===== src/rtl/delay_sched.sv =====
// rtl/delay_sched.sv - round-robin scheduler sharing one programmable delay counter
// Optional abort port pair enabled by DELAY_SCHED_ABORT_EN.
module delay_sched #(
   parameter int NREQ      = 4,
   parameter int CBITS     = 15,
   parameter int DEFAULT_N = 25000,
   localparam int IW       = $clog2(NREQ)
) (
   input  logic             clk,
   input  logic             rst_n,
   input  logic [NREQ-1:0]  req,
   input  logic             cfg_we,
   input  logic [CBITS-1:0] cfg_val,
`ifdef DELAY_SCHED_ABORT_EN
   input  logic             abort,
   output logic             aborted,
`endif
   output logic [NREQ-1:0]  grant,
   output logic             busy,
   output logic             done,
   output logic [IW-1:0]    done_id,
   output logic [CBITS-1:0] cnt,
   output logic             err
);

   typedef enum logic [1:0] {IDLE, RUN, GAP} state_t;

   state_t           state_q;
   logic [NREQ-1:0]  grant_q;
   logic             busy_q, done_q, err_q;
   logic [IW-1:0]    done_id_q, rr_q;
   logic [CBITS-1:0] cnt_q, lim_q, run_lim_q;
   logic [CBITS-1:0] cnt_d;
   logic [IW-1:0]    sel, idx;
   logic             found, err_d;
`ifdef DELAY_SCHED_ABORT_EN
   logic             aborted_q;
   assign aborted = aborted_q;
`endif

   assign grant   = grant_q;
   assign busy    = busy_q;
   assign done    = done_q;
   assign done_id = done_id_q;
   assign cnt     = cnt_q;
   assign err     = err_q;
   assign cnt_d   = cnt_q + CBITS'(1);

   // First requester above the last winner, wrapping around.
   always_comb begin
      found = 1'b0;
      sel   = '0;
      idx   = '0;
      for (int i = 1; i <= NREQ; i++) begin
         idx = IW'((int'(rr_q) + i) % NREQ);
         if (!found && req[idx]) begin
            found = 1'b1;
            sel   = idx;
         end
      end
   end

   // done_q marks cnt==run_lim, so an all-ones count without done would wrap.
   assign err_d = (state_q == RUN) &&
                  ((cnt_q > run_lim_q) || (!done_q && (cnt_q == '1)));

   always_ff @(posedge clk or negedge rst_n) begin
      if (!rst_n) begin
         state_q   <= IDLE;
         grant_q   <= '0;
         busy_q    <= 1'b0;
         done_q    <= 1'b0;
         done_id_q <= '0;
         cnt_q     <= '0;
         err_q     <= 1'b0;
         lim_q     <= CBITS'(DEFAULT_N);
         run_lim_q <= '0;
         rr_q      <= IW'(NREQ - 1);
`ifdef DELAY_SCHED_ABORT_EN
         aborted_q <= 1'b0;
`endif
      end else begin
         done_q <= 1'b0;
`ifdef DELAY_SCHED_ABORT_EN
         aborted_q <= 1'b0;
`endif
         if (cfg_we) lim_q <= cfg_val;
         err_q <= err_q | err_d;
         case (state_q)
            IDLE: begin
               if (found) begin
                  state_q   <= RUN;
                  grant_q   <= NREQ'(1) << sel;
                  rr_q      <= sel;
                  done_id_q <= sel;
                  cnt_q     <= '0;
                  run_lim_q <= lim_q;
                  busy_q    <= 1'b1;
                  done_q    <= (lim_q == '0);
               end
            end
            RUN: begin
               if (done_q) begin
                  state_q <= GAP;
                  grant_q <= '0;
                  cnt_q   <= '0;
               end
`ifdef DELAY_SCHED_ABORT_EN
               else if (abort && (cnt_q < run_lim_q)) begin
                  state_q   <= GAP;
                  grant_q   <= '0;
                  cnt_q     <= '0;
                  aborted_q <= 1'b1;
               end
`endif
               else begin
                  cnt_q  <= cnt_d;
                  done_q <= (cnt_d == run_lim_q);
               end
            end
            GAP: begin
               state_q <= IDLE;
               busy_q  <= 1'b0;
            end
            default: state_q <= IDLE;
         endcase
      end
   end

endmodule


===== config.mk =====
export PLATFORM = sky130hd
export DESIGN_NAME = delay_sched
export DESIGN_NICKNAME = d
export VERILOG_FILES = /design/src/rtl/delay_sched.sv
export SDC_FILE = /design/constraint.sdc
export NUM_CORES = 1
export LEC_CHECK = 0
export ABC_AREA = 1
export CORE_MARGIN = 2
export CORE_UTILIZATION = 45
export CTS_CLUSTER_SIZE = 10
export DETAILED_ROUTE_END_ITERATION = 16
export GPL_TIMING_DRIVEN = 0
export PLACE_DENSITY_LB_ADDON = 0.05
export SLEW_MARGIN = 20
export SYNTH_ARGS = -nofsm -noshare
export SYNTH_HDL_FRONTEND = slang
export SYNTH_SLANG_ARGS = --single-unit

===== constraint.sdc =====
create_clock -name clk -period 2 [get_ports clk]
set_input_delay 0.3 -clock clk [delete_from_list [all_inputs] [get_ports clk]]
set_output_delay 0.3 -clock clk [all_outputs]
set_load 0.005 [all_outputs]

==> results of run 1 <==
## cell type report
cell class                 instances  share of cell area
timing repair buffer              59              0.1351
clock buffer                      12             0.03582
sequential                        58              0.3175
multi-input combinational        333              0.3916
buffer                            10             0.02280
clock inverter                     4             0.01574
inverter                          63             0.05373
tap                              102             0.02768
## cell usage after synthesis, drive strengths merged (2+ instances only)
master | number | area [um2]
buf | 7 | 80.08
a21oi | 12 | 67.57
nand4 | 12 | 75.07
clkbuf | 3 | 11.26
nand2 | 140 | 543.0
ha | 16 | 200.2
dfstp | 8 | 210.2
inv | 61 | 229.0
dfrtp | 50 | 1251
clkinv | 2 | 7.510
o21ai | 54 | 281.5
nand3b | 2 | 15.01
nor2 | 38 | 160.2
nand3 | 50 | 250.2
xor2 | 2 | 17.52
## state kept, by name (all words and copies together), names as in the netlist, 2 cells and up
name / cells
state_q: 2
rr_q: 2
lim_q: 15
cnt: 15
done_id: 2
grant: 4
run_lim_q: 15
## placed cells by master (no fill, tap or decap), drive strengths merged, types with 2 or more instances in the layout
cell,n
clkbuf,18
buf,19
clkinv,3
nand2,140
nor2,38
nand3b,2
bufinv,2
a21oi,12
nand3,50
dfrtp,50
xor2,2
ha,16
clkdlybuf4s50,43
clkinvlp,2
o21ai,54
nand4,12
dfstp,8
inv,60
## per-stage QoR
step	hold slack (ns)	setup WS [ns]	setup TNS, ns	util
after detailed placement	0.1543	-0.1226	-2.252	0.5339
final	0.3173	0.06974	0	0.6061
after global routing	0.3459	-0.04992	-0.7172	0.6061
after floorplan	0.004409	0.2595	0	-
after CTS	0.3224	0.03575	0	0.5669
after global placement	0.4565	-1.270	-69.46	0.5306
## worst max-delay path: stages (launching register included)
cell       delay, ns
dfstp_2         0.55
buf_8           0.14
nand2_1         0.07
o21ai_2         0.08
nand2_1         0.08
o21ai_2         0.09
nand2_2         0.09
nor2_4          0.13
nand2_2         0.09
nand2_4         0.11
buf_12          0.15
clkbuf_16       0.15
nand2_1         0.04
o21ai_1         0.07
## kinds of logic (layout without fill, tap and decap cells)
kind of cell               after synthesis  after routing  synth area share
and+or+nand+nor                        244            244            0.3041
buffers and inverters                   73            148           0.09452
AOI/OAI and AO/OA                       68             68            0.1050
DFF                                     58             58            0.4214
adders and majority gates               16             16           0.05772
xor gates and xnor gates                 4              4           0.01407
muxes                                    1              1          0.003247
## routing by layer
metal | GRT usage | wire length (um) | vias up | part of all wire
met5 | 0 | 0 | - | 0
met4 | 0.08831 | 179 | 0 | 0.020
met3 | 0.03287 | 345 | 16 | 0.039
met2 | 0.3468 | 4239 | 78 | 0.48
met1 | 0.2829 | 4139 | 1505 | 0.46
li1 | - | - | 1650 | -
## final timing paths
kind	start	endpoint	slack, ns	cells after the start
min	cfg_we	lim_q[14]	0.32	3
max in group asynchronous	rst_n	lim_q[14]	1.14	3
max	rr_q[0]	run_lim_q[9]	0.07	13
max reg2reg	rr_q[0]	run_lim_q[9]	0.07	13
min reg2reg	done_id[1]	done_id[1]	0.48	2
min in group asynchronous	rst_n	cnt[9]	0.33	2
## power groups by stage
stage | sequential, mW | clock, mW | combinational (mW)
floorplan | 1.79 | 0 | 1.92
finish | 1.87 | 1.31 | 3.31
CTS | 1.86 | 1.33 | 2.74
detailed placement | 1.88 | 0 | 2.71
global route | 1.92 | 1.38 | 3.72
global placement | 1.86 | 0 | 2.64
## timing repair
action | CTS | global route
setup endpoints to repair | 1 | 39
hold endpoints to repair | 9 | 0
pin swaps | 0 | 13
hold buffers | 1 | 0
resized for setup | 2 | 45
gates cloned | 0 | 5
setup buffers | 0 | 8
==> results.cfg, run 1 <==
[setup_path]
endpoint_kind = flop
critPathKind = reg -> reg
worstPathRequired_ns = 2.27
cp-start-kind = flop
crit_arrival_ns = 2.20
critPathMaxFanout = 7

[drt]
drc = 0
drt_pass1_iterations = 4
viasPerCell = 5.069
vias = 3249
wirelength_mm = 8.904
routedWlPerCell_um = 13.89
drt_iter0_drc = 157
final_antenna_net_count = 0

[sta]
hold_viol_final = 0
period_needed_ns = 1.930
max_freq_ghz = 0.5181
drv_slew = 0
setup_violations = 0
finalClockSkew_ns = 0.009041
tightestPinTransition_ns = 0.4086
relSlewSlack = 0.7259
period_share = 0.9651

[placed_design]
place_hpwl_mm = 6.333
routabilityCongestion = 0.9180
numPortBuffers = 44
dp.cells = 611
placed_area_mm2 = 0.004061

[global_routing]
grt_max_degree = 50
grt_first_pass_wirelength_mm = 14.16
grt_pass1_vias = 3018
antenna_found_initial = 0
gr-usage-all-layers = 0.2127
overflow = 0

[cts]
clk_latency_ns = 0.34
numCtsBuffers = 9
htreeDepth = 3
clock_path_buffers = 2
cts.clk_slew.worst_paths_ns = 0.07
cts_sinks = 58
cts_tree = yes
cts-root-buf = clkbuf_8

[synth]
synth.cell_area_mm2 = 0.003468
syn_nets = 502
ys_seq_area_frac = 0.4214
syn_avg_cell_area_um2 = 7.475
async_flop_share = 1.000
synthFlopType = dfrtp_1
synth_edf_count = 0
synthDistinctLibCells = 33
yosys_warnings = 0
postSynthCellCount = 464
ys_seq_elements = 58

[pwr]
sw_frac_of_total = 0.4174
ir_worst_vdd_uv = 698.6
cellPowerDensity_mw_per_mm2 = 1408
p_seq_frac = 0.288
combPwrFrac = 0.510
power_switching_mw = 2.710
p_clk_frac = 0.202
p_leak_nw = 2.190
power.total_mw = 6.493
p_int_mw = 3.783

[cells_and_area]
nNetsFinal = 572
layout-drive-gt1-share = 0.1577
multi_input_comb_area_mm2 = 0.001805
finalNonFillerCells = 641
design_area_mm2 = 0.004611
area.growth.synth_to_final_pct = 32.94
num_antenna_cells = 0
fill_cells = 720
seq_area_mm2 = 0.001464

[flow_run]
drv_cap = 0

[run_status]
outcome = completed

[die]
ios = 46
die_w_um = 91.79
core_area_mm2 = 0.007607
initial_core_util = 0.4559
rows = 32
die_h_um = 91.79
dieArea_mm2 = 0.008425

[worst_hold_path]
hp-class = in -> reg
Power figures use the tool's default switching activity.
==> run 2: changes to the inputs <==
--- a/config.mk
+++ b/config.mk
@@ -16,3 +16,4 @@
 export SYNTH_ARGS = -nofsm -noshare
 export SYNTH_HDL_FRONTEND = slang
 export SYNTH_SLANG_ARGS = --single-unit
+export TNS_END_PERCENT = 1
==> run 2 against run 1 <==
  * Clock-buffer cell count unchanged
  * Critical endpoint unchanged
  * Highest routed layer unchanged
  * Core utilization decreased by 0.26 points
  * Global-route usage unchanged
  * Cell area decreased by 0.43%
  * Clock power about the same
  * Critical path depth unchanged
==> results.cfg, run 2 (synthesis gave the netlist of run 1 again) <==
[cts]
cts.clk_slew.worst_paths_ns = 0.07
cts_sinks = 58
numCtsBuffers = 9
cts_tree = yes
htreeDepth = 3
cts-root-buf = clkbuf_8
clock_path_buffers = 2
clk_latency_ns = 0.34

[pwr]
combPwrFrac = 0.507
p_clk_frac = 0.203
p_int_mw = 3.756
power_switching_mw = 2.694
power.total_mw = 6.449
cellPowerDensity_mw_per_mm2 = 1405
ir_worst_vdd_uv = 695.2
p_seq_frac = 0.289
sw_frac_of_total = 0.4177
p_leak_nw = 2.181

[setup_path]
critPathKind = reg -> reg
worstPathRequired_ns = 2.26
slowest_stage = dfstp_2
cp_common_cell = nand2_1
endpoint_kind = flop
critPathMaxFanout = 7
path_cells = buf_8 > nand2_1 > o21ai_2 > nand2_1 > o21ai_2 > nand2_2 > nor2_4 > nand2_2 > nand2_4 > buf_12 > clkbuf_16 > nand2_1 > o21ai_0
crit_arrival_ns = 2.18
rr_worst_depth = 13
cp-start-kind = flop
slowest_delay_ns = 0.55

[sta]
drv_slew = 0
hold_viol_final = 0
setup_violations = 0
period_needed_ns = 1.925
finalClockSkew_ns = 0.009602
period_share = 0.9627
max_freq_ghz = 0.5194
tightestPinTransition_ns = 0.4093
relSlewSlack = 0.7254
rsz0062_at_grt = yes

[drt]
routedWlPerCell_um = 13.84
drt_iter0_drc = 172
wirelength_mm = 8.845
drc = 0
final_antenna_net_count = 0
vias = 3239
drt_pass1_iterations = 5
viasPerCell = 5.069

[die]
die_w_um = 91.79
rows = 32
initial_core_util = 0.4559
dieArea_mm2 = 0.008425
die_h_um = 91.79
ios = 46
core_area_mm2 = 0.007607

[placed_design]
place_hpwl_mm = 6.333
routabilityCongestion = 0.9180
numPortBuffers = 44
placed_area_mm2 = 0.004061

[worst_hold_path]
hp-class = in -> reg
worstHoldPathCells = 3

[global_routing]
grt_use_met2 = 0.3468
overflow = 0
antenna_found_initial = 0
grt_max_degree = 50
grt_first_pass_wirelength_mm = 14.16
gr-usage-met1 = 0.2829
grt_pass1_vias = 3018
gr-max-usage-layer = met2
use_met3 = 0.03287
gr-usage-all-layers = 0.2127

[flow_run]
drv_cap = 0

[cells_and_area]
area.growth.synth_to_final_pct = 32.36
layout_commonest_cell = nand2_1
layout-drive-gt1-share = 0.1508
design_area_mm2 = 0.004591
multi_input_comb_area_mm2 = 0.001800
final_cell_mix = nand2_1, inv_1, nand3_1
num_antenna_cells = 0
seq_area_mm2 = 0.001464
nNetsFinal = 570
fill_cells = 722

[run_status]
outcome = completed
==> run 2: cell types whose count changed in the layout (fill, tap and decap cells not counted) <==
cell / change
o21ai_1: -1
buf_4: -2
o21ai_0: +1
nand2_2: -2
nand2_1: +2
==> run 2: area by class of cell <==
cell class,count,area share
Clock inverter,4,0.01581
Multi-Input combinational cell,333,0.3922
Clock buffer,12,0.03598
Tap cell,102,0.02780
Sequential cell,58,0.3189
Timing Repair Buffer,57,0.1325
Inverter,63,0.05397
Buffer,10,0.02289
==> run 2: power groups by stage <==
stage | Sequential [mW] | Combinational, mW | Clock, mW
after floorplan | 1.79 | 1.92 | 0
after global placement | 1.86 | 2.64 | 0
after detailed placement | 1.88 | 2.71 | 0
after CTS | 1.86 | 2.74 | 1.33
after global routing | 1.91 | 3.67 | 1.38
final | 1.87 | 3.27 | 1.31
==> run 2: worst paths after layout <==
kind	endpoint	startpoint	slack, ns
setup / recovery	run_lim_q[9]	rr_q[0]	0.07
hold / removal	lim_q[14]	cfg_we	0.32
setup reg to reg	run_lim_q[9]	rr_q[0]	0.07
hold reg to reg	done_id[1]	done_id[1]	0.48
max in group asynchronous	lim_q[3]	rst_n	1.14
min in group asynchronous	cnt[9]	rst_n	0.33
==> run 2: what timing repair did <==
item	4_1_cts	5_1_grt
endpoints found under the hold margin	9	0
resized for setup	2	42
pin swaps	0	13
cloned	0	5
hold buffers	1	0
setup endpoints to repair	1	39
buffers inserted	0	6
==> run 2: through the flow <==
| step | setup TNS, ns | util | std cells | hold slack (ns) | setup slack, ns |
|---|---|---|---|---|---|
| 2_1_floorplan | 0 | - | 464 | 0.004409 | 0.2595 |
| 3_3_place_gp | -69.46 | 0.5306 | 610 | 0.4565 | -1.270 |
| 6_report | 0 | 0.6035 | 639 | 0.3185 | 0.07462 |
| 4_1_cts | 0 | 0.5669 | 628 | 0.3224 | 0.03575 |
| 3_5_place_dp | -2.252 | 0.5339 | 611 | 0.1543 | -0.1226 |
| 5_1_grt | -0.2473 | 0.6035 | 639 | 0.3459 | -0.04992 |
==> run 2: per-layer routing <==
| metal | up-vias | share of wire |
|---|---|---|
| li1 | 1647 | - |
| met1 | 1515 | 0.47 |
| met2 | 63 | 0.48 |
| met3 | 14 | 0.033 |
| met4 | 0 | 0.018 |
| met5 | - | 0 |
==> run 2: critical path: cells and delay by family, from the launching register on <==
kind	cells	cell delay (ns)
flops	1	0.55
buf+inv	3	0.43
simple gates	7	0.60
compound gates	3	0.24
==> run 3: changes to the inputs <==
--- a/config.mk
+++ b/config.mk
@@ -12,7 +12,7 @@
 export DETAILED_ROUTE_END_ITERATION = 16
 export GPL_TIMING_DRIVEN = 0
 export PLACE_DENSITY_LB_ADDON = 0.05
-export SLEW_MARGIN = 20
+export SLEW_MARGIN = 25
 export SYNTH_ARGS = -nofsm -noshare
 export SYNTH_HDL_FRONTEND = slang
 export SYNTH_SLANG_ARGS = --single-unit
==> results of run 3 <==
Same layout as run 2: the final DEF is identical, and so are final timing and power.
